==> src/rtl/i2s_rx.sv <==
// I2S slave receiver.
// Recovers stereo PCM words from an asynchronous I2S stream (sclk/ws/sd),
// MSB first, one sclk after each ws transition; ws low = left, ws high = right.
// A left/right pair is presented on a single-cycle sample_valid pulse once both
// slots of a frame held at least SAMPLE_WIDTH bits; short slots raise frame_error.
module i2s_rx #(
    parameter int SAMPLE_WIDTH = 16,
    parameter int SYNC_STAGES  = 2
) (
    input  logic                    clk,
    input  logic                    reset_n,
    input  logic                    i2s_sclk,
    input  logic                    i2s_ws,
    input  logic                    i2s_sd,
    output logic [SAMPLE_WIDTH-1:0] left_channel,
    output logic [SAMPLE_WIDTH-1:0] right_channel,
    output logic                    sample_valid,
    output logic                    frame_error,
    output logic                    locked
);

    localparam int CW = $clog2(SAMPLE_WIDTH + 1);
    localparam logic [CW-1:0] FULL_CNT = CW'(SAMPLE_WIDTH);

    typedef enum logic {
        IDLE = 1'b0,
        RUN  = 1'b1
    } state_t;

    logic [SYNC_STAGES-1:0]  sclk_sync_q;
    logic [SYNC_STAGES-1:0]  ws_sync_q;
    logic [SYNC_STAGES-1:0]  sd_sync_q;
    logic                    sclk_prev_q;
    logic                    ws_d_q;
    logic [CW-1:0]           bit_cnt_q;
    logic [SAMPLE_WIDTH-1:0] shift_q;
    logic [SAMPLE_WIDTH-1:0] left_hold_q;
    logic                    left_ok_q;
    logic                    left_seen_q;
    state_t                  state_q;

    logic                    sclk_s;
    logic                    ws_s;
    logic                    sd_s;
    logic                    sclk_rise;
    logic                    ws_edge;
    logic                    shift_room;
    logic [SAMPLE_WIDTH-1:0] word_d;
    logic [CW-1:0]           cnt_d;
    logic                    word_full;

    // All three pins share the same synchronizer depth so ws/sd stay aligned with sclk.
    always_ff @(posedge clk or negedge reset_n) begin
        if (!reset_n) begin
            sclk_sync_q <= '0;
            ws_sync_q   <= '0;
            sd_sync_q   <= '0;
            sclk_prev_q <= 1'b0;
        end else begin
            sclk_sync_q <= {sclk_sync_q[SYNC_STAGES-2:0], i2s_sclk};
            ws_sync_q   <= {ws_sync_q[SYNC_STAGES-2:0], i2s_ws};
            sd_sync_q   <= {sd_sync_q[SYNC_STAGES-2:0], i2s_sd};
            sclk_prev_q <= sclk_sync_q[SYNC_STAGES-1];
        end
    end

    // Rise detect plus the word/count the current rise would produce; the bit on a ws edge
    // still belongs to the slot that is ending, so it is folded in before the commit.
    always_comb begin
        sclk_s     = sclk_sync_q[SYNC_STAGES-1];
        ws_s       = ws_sync_q[SYNC_STAGES-1];
        sd_s       = sd_sync_q[SYNC_STAGES-1];
        sclk_rise  = sclk_s & ~sclk_prev_q;
        ws_edge    = sclk_rise & (ws_s != ws_d_q);
        shift_room = (bit_cnt_q < FULL_CNT);
        word_d     = shift_q;
        cnt_d      = bit_cnt_q;
        if (shift_room) begin
            word_d = {shift_q[SAMPLE_WIDTH-2:0], sd_s};
            cnt_d  = bit_cnt_q + CW'(1);
        end
        word_full  = (cnt_d == FULL_CNT);
    end

    // Capture FSM: shifts on every sclk rise, commits slots on ws edges once locked.
    always_ff @(posedge clk or negedge reset_n) begin
        if (!reset_n) begin
            state_q       <= IDLE;
            ws_d_q        <= 1'b0;
            bit_cnt_q     <= '0;
            shift_q       <= '0;
            left_hold_q   <= '0;
            left_ok_q     <= 1'b0;
            left_seen_q   <= 1'b0;
            left_channel  <= '0;
            right_channel <= '0;
            sample_valid  <= 1'b0;
            frame_error   <= 1'b0;
            locked        <= 1'b0;
        end else begin
            sample_valid <= 1'b0;
            frame_error  <= 1'b0;
            if (sclk_rise) begin
                ws_d_q    <= ws_s;
                shift_q   <= word_d;
                bit_cnt_q <= ws_edge ? '0 : cnt_d;
                if (ws_edge) begin
                    case (state_q)
                        IDLE: begin
                            state_q <= RUN;
                            locked  <= 1'b1;
                        end
                        RUN: begin
                            if (ws_s) begin
                                // Left slot ended: park it until the right slot completes.
                                left_hold_q <= word_d;
                                left_ok_q   <= word_full;
                                left_seen_q <= 1'b1;
                            end else begin
                                // Right slot ended: publish the pair or flag a short slot.
                                if (left_seen_q && left_ok_q && word_full) begin
                                    left_channel  <= left_hold_q;
                                    right_channel <= word_d;
                                    sample_valid  <= 1'b1;
                                end else if (left_seen_q) begin
                                    frame_error <= 1'b1;
                                end
                                left_seen_q <= 1'b0;
                            end
                        end
                        default: state_q <= IDLE;
                    endcase
                end
            end
        end
    end

endmodule

==> config.mk <==
export PLATFORM = sky130hd
export DESIGN_NAME = i2s_rx
export DESIGN_NICKNAME = d
export VERILOG_FILES = /design/src/rtl/i2s_rx.sv
export SDC_FILE = /design/constraint.sdc
export NUM_CORES = 1
export LEC_CHECK = 0
export BUFFER_PORTS_ARGS = -buffer_cell sky130_fd_sc_hd__buf_4
export CAP_MARGIN = 20
export CORE_MARGIN = 8
export CORE_UTILIZATION = 45
export DETAILED_ROUTE_END_ITERATION = 6
export GPL_ROUTABILITY_DRIVEN = 0
export PLACE_DENSITY = 0.67
export SYNTH_ARGS = -nofsm -noshare
export SYNTH_HDL_FRONTEND = slang
export SYNTH_SLANG_ARGS = --single-unit
==> constraint.sdc <==
create_clock -name clk -period 2.25 [get_ports clk]
set_input_delay 0.3375 -clock clk [delete_from_list [all_inputs] [get_ports clk]]
set_output_delay 0.3375 -clock clk [all_outputs]
set_load 0.03 [all_outputs]
==> metrics.txt, run 1 <==
vias in the first global route 2,090; crit path launch bit_cnt_q[0]; PD cells 792 nW/um^2; final instance area 3990 sq um; first-pass GRT wire length 9830 um; Final Hold Viols 0; CP Data Required Time 2.48 ns; Max H-tree Level 3; EDFF count, synth 0; setup violators final 0; R2R Setup Slk 0.13 ns; Initial DRC Count 71; Area Growth Syn to Fin 21.8%; TNS Setup 0 ns; DP HPWL 4040 um; Total Wirelength 5920 um; IO Port Bufs 39; Post-Route Skew 0.0104 ns; Unique masters post-synth 30; slowest CP cell dfrtp_1; worst setup slack after layout 0.133 ns; crit-path cells ha_1, nor3b_1, a21oi_1, nor4_4, buf_4, buf_12, mux2_2; final period utilization 94.1%; Crit. End Element register; Vias 2,048; share of layout cells above drive strength 1 26.5%; Syn Inst Count 267; Worst-path clk slew 0.08 ns; minimum clock period 2.12 ns; GR Overflow Total 0; site row count 31; Post-Syn Area 3270 sq um; Static Leak 1.85 nW; clk_lat worst skew 0.35 ns; Root Buffer clkbuf_8; Slew @ Worst Pin 0.419 ns; maxcap violations 0; crit-path leading delay family simple AND/OR/NAND/NOR gates; Initial Util 45.8%; DRT Pass-1 Iters 4; Syn Area/Cell 12.3 sq um; CTS tree done; Layout Utilization 55.8%; sequential fraction of the synthesis area 63.5%; Die Wd 101 um; initial antenna violation count 0; startpoint types register; Via-to-Cell Ratio 4.88; Critical Path Sink left_channel[15]; Main synth FF type dfrtp_1; WS Path Type register to register; ANT cells 0; total track usage 12.4%; antenna-violating nets left 0; Clock Path Buffers 2; number of cells on the critical path 7; Core ar. 7140 sq um; wl on met1 2540 um; syn_nets 273; clock sink count 83; worst endpoint data arrival time 2.35 ns; R2R Path End left_channel[15]; WL met2 2950 um; Place WS 0.104 ns; Residual DRC 0; Placement Cell Area 3740 sq um; Yosys reg bits 83; reg2reg start bit_cnt_q[0]; Layout Cells excl Fill 420; final net count 323; R2R cell count 7; post-cts gate resize count 0; Peak VDD IR 472 uV; ys async rst share 100%; relative slew slack 72.1%; Max Slew Vio Count 0; wire length on met3 333 um; Placed Instances 402; Synth warnings 0; status completed; I/O pin total 40; Hold Slack 0.0883 ns; fmax 0.472 GHz; TritonCTS buffer count 9; Pwr Total 3.16 mW; Largest stage delay, worst path 0.42 ns; Worst Path Buf+Inv 2; Die Ht 101 um; wire per inst 14.1 um; largest net degree at the start of global routing 53; full die area 10,300 sq um; crit-path max FO 11; highest routed layer met4; class of the worst hold path input pin to register
[synthesized netlist by cell type (all sizes together), types with 2 or more instances]
master,instances,area [sq um]
o21ai,38,190
a21oi,4,20.0
nand2,39,146
dfrtp,83,2080
xnor2,2,17.5
clkbuf,7,26.3
mux2,18,203
mux2i,32,320
nor2b,2,12.5
nor2,2,7.51
buf,5,31.3
inv,19,71.3
[logic make-up after synthesis]
kind of cell    after synthesis  share of synthesized area, %
flops                        83                          63.5
mux                          50                          16.0
compound gates               46                          7.34
simple gates                 53                          8.07
xor+xnor                      3                         0.803
buf+inv                      31                          3.94
fa+ha+maj                     1                         0.382
[final cells by class]
type / instances / area, sq um
inverter: 19 / 71.3
clock buffer: 10 / 128
tap: 99 / 124
multi-input combinational: 153 / 1070
timing repair buffer: 51 / 440
clock inverter: 5 / 78.8
sequential: 83 / 2080
fill: 654 / 3150
[worst min-delay path by stage]
stage,startpoint,end,slack [ns],depth (start not counted)
2_1_floorplan,reset_n,bit_cnt_q[0],0.04,0
3_3_place_gp,reset_n,sample_valid,0.30,1
3_5_place_dp,reset_n,sample_valid,0.30,1
4_1_cts,i2s_sd,sd_sync_q[0],0.07,1
5_1_grt,i2s_sd,sd_sync_q[0],0.07,1
6_report,i2s_sd,sd_sync_q[0],0.09,1
[power breakdown]
| part | switching, mW | leakage [nW] | internal, mW |
|---|---|---|---|
| logic | 0.183 | 0.634 | 0.119 |
| registers | 0.0982 | 1.11 | 1.64 |
| clock network | 0.501 | 0.106 | 0.617 |
| total | 0.782 | 1.85 | 2.37 |
[metal layers]
metal / GRT usage, % / vias to the layer above
met3: 4.47 / 8
met4: 5.84 / 0
li1: - / 995
met1: 14.1 / 1009
met5: 0 / -
met2: 20.3 / 36
[worst reg2reg max path, delay by kind of cell (launching register included)]
kind / cells / cell delay (ns)
DFF: 1 / 0.42
and+or+nand+nor: 2 / 0.43
AOI/OAI and AO/OA: 1 / 0.14
adders and majority gates: 1 / 0.33
muxes: 1 / 0.33
buffers and inverters: 2 / 0.35
[cell usage in the layout (no fill, tap or decap), types with 3 or more instances in the layout]
cell and n:
a21oi_1 4, buf_12 3, buf_4 46, clkbuf_8 9, dfrtp_1 83, inv_1 19
mux2_2 18, mux2i_1 32, nand2_1 39, o21ai_0 38
[registers in the layout, indices dropped and copies added (netlist names), 2 cells and up]
| name | count |
|---|---|
| sd_sync_q | 2 |
| shift_q | 16 |
| left_channel | 16 |
| left_hold_q | 16 |
| right_channel | 16 |
| ws_sync_q | 2 |
| bit_cnt_q | 5 |
| sclk_sync_q | 2 |
[timing repair]
item	CTS	global route
endpoints found under the hold margin	31	0
hold buffers	1	0
endpoints found under the setup margin	0	11
setup buffers	0	1
Power figures use the tool's default switching activity.
==> inputs of run 2 (changes only) <==
--- a/config.mk
+++ b/config.mk
@@ -8,10 +8,12 @@
 export BUFFER_PORTS_ARGS = -buffer_cell sky130_fd_sc_hd__buf_4
 export CAP_MARGIN = 20
 export CORE_MARGIN = 8
-export CORE_UTILIZATION = 45
+export CORE_UTILIZATION = 51
 export DETAILED_ROUTE_END_ITERATION = 6
 export GPL_ROUTABILITY_DRIVEN = 0
-export PLACE_DENSITY = 0.67
+export PLACE_DENSITY = 0.74
+export REMOVE_ABC_BUFFERS = 1
+export SLEW_MARGIN = 5
 export SYNTH_ARGS = -nofsm -noshare
 export SYNTH_HDL_FRONTEND = slang
 export SYNTH_SLANG_ARGS = --single-unit
==> metrics.txt, run 2 (synthesis gave the netlist of run 1 again) <==
status completed; minimum clock period 2.12 ns (+0.000344 ns); Filler cells 512 (-22%); slowest CP cell or4_4; IO Port Bufs 39 (unchanged); wire per inst 14.7 um (+4.1%); initial antenna violation count 0 (unchanged); ANT cells 0 (unchanged); Placement Cell Area 3670 sq um (-1.8%); Hold-fix buffers, CTS 1 (unchanged); Via-to-Cell Ratio 5.18 (+6.2%); share of layout cells above drive strength 1 25.6% (-0.85 points); largest net degree at the start of global routing 42 (-21%); PD cells 811 nW/um^2 (+2.4%); Initial DRC Count 77 (+8.5%); Largest stage delay, worst path 0.50 ns (+0.08 ns); Worst-path clk slew 0.08 ns (about the same); Pwr Total 3.15 mW (-0.28%); setup violators final 0 (unchanged); I/O pin total 40 (unchanged); relative slew slack 66.0% (-6.1 points); site row count 29 (-6.5%); Vias 2,035 (-0.63%); RSZ-0062 raised after global routing false; # Post-CTS Setup Buffers 0 (unchanged); Initial Util 52.1% (+6.3 points); CTS tree done; Place WS 0.157 ns (+0.0524 ns); Core ar. 6280 sq um (-12%); Register Area 2080 sq um (unchanged); Residual DRC 0 (unchanged); Post-Route Skew 0.00620 ns (-0.00417 ns); Root Buffer clkbuf_8; Die Ht 96.1 um (-5.1%); Multi-input gate area 1070 sq um (unchanged); maxcap violations 0 (unchanged); total track usage 14.1% (+1.7 points); DRT Pass-1 Iters 4 (unchanged); Clock Path Buffers 2 (unchanged); antenna-violating nets left 0 (unchanged); Slew @ Worst Pin 0.511 ns (+0.0918 ns); WS Path Type register to register; post-cts gate resize count 0 (unchanged); full die area 9230 sq um (-10%); GR Overflow Total 0 (unchanged); Peak VDD IR 427 uV (-9.6%); crit-path max FO 33 (+22); Static Leak 1.81 nW (-2.3%); Max H-tree Level 3 (unchanged); vias in the first global route 2,163 (+3.5%); startpoint types register; clk_lat worst skew 0.34 ns (about the same); DP HPWL 3840 um (-5.0%); final net count 319 (-1.2%); TNS Setup 0 ns (unchanged); final period utilization 94.1% (about the same); worst setup slack after layout 0.133 ns (-0.000344 ns); Die Wd 96.1 um (-5.1%); CP Data Required Time 2.48 ns (about the same); worst endpoint data arrival time 2.35 ns (about the same); final instance area 3880 sq um (-2.6%); clock sink count 83 (unchanged); Final Hold Viols 0 (unchanged); Max Slew Vio Count 0 (unchanged); TritonCTS buffer count 9 (unchanged); class of the worst hold path input pin to register; first-pass GRT wire length 10,100 um (+2.7%); Area Growth Syn to Fin 18.7%; fmax 0.472 GHz (about the same); crit-path cells nand2b_4, or4_4, nor4_4, buf_12, mux2_2; most frequent cells in the layout dfrtp_1 (83), buf_4 (45), nand2_1 (39); Crit. End Element register; Layout Utilization 61.8% (+6.0 points); commonest non-fill, non-tap cell in the layout dfrtp_1; Total Wirelength 5760 um (-2.6%)
## run 2: final cells by class
type | instances | share of cell area, %
clock buffers | 9 | 3.19
clock inverters | 5 | 2.06
inverters | 19 | 1.84
multi-input cells | 153 | 27.5
flip-flops and latches | 83 | 53.5
well taps | 77 | 2.48
repair buffers | 47 | 9.47
## run 2: report_power, final
| group | total [mW] | switching (mW) | internal, mW |
|---|---|---|---|
| Clock | 1.11 | 0.502 | 0.610 |
| Sequential | 1.74 | 0.100 | 1.64 |
| Combinational | 0.297 | 0.182 | 0.115 |
## run 2: final timing paths
kind                              start          endpoint  slack (ns)  cells after the start
max in group asynchronous       reset_n   left_hold_q[12]        1.06                      3
min in group asynchronous       reset_n        shift_q[0]        0.50                      2
max reg2reg                 sclk_prev_q  left_channel[10]        0.13                      5
min reg2reg                sd_sync_q[0]      sd_sync_q[1]        0.36                      0
max                         sclk_prev_q  left_channel[10]        0.13                      5
min                              i2s_sd      sd_sync_q[0]         0.1                      1
## run 2: metrics by stage
stage / instances / hold WS (ns)
detailed placement: 378 / 0.343
floorplan: 255 / 0.0419
global placement: 378 / 0.331
global route: 393 / 0.0853
finish: 393 / 0.0966
CTS: 393 / 0.0863
## run 2: critical path: cells and delay by family (launching register included)
family	cells	cell delay [ns]
mux	1	0.36
simple gates	3	0.96
flops	1	0.38
buf+inv	1	0.26
## run 2: metal layers
| metal | vias up | track usage (%) | wire length, um |
|---|---|---|---|
| met5 | - | 0 | 0 |
| li1 | 987 | - | - |
| met2 | 35 | 22.7 | 2770 |
| met4 | 0 | 6.66 | 112 |
| met1 | 1004 | 17.7 | 2600 |
| met3 | 9 | 2.96 | 284 |
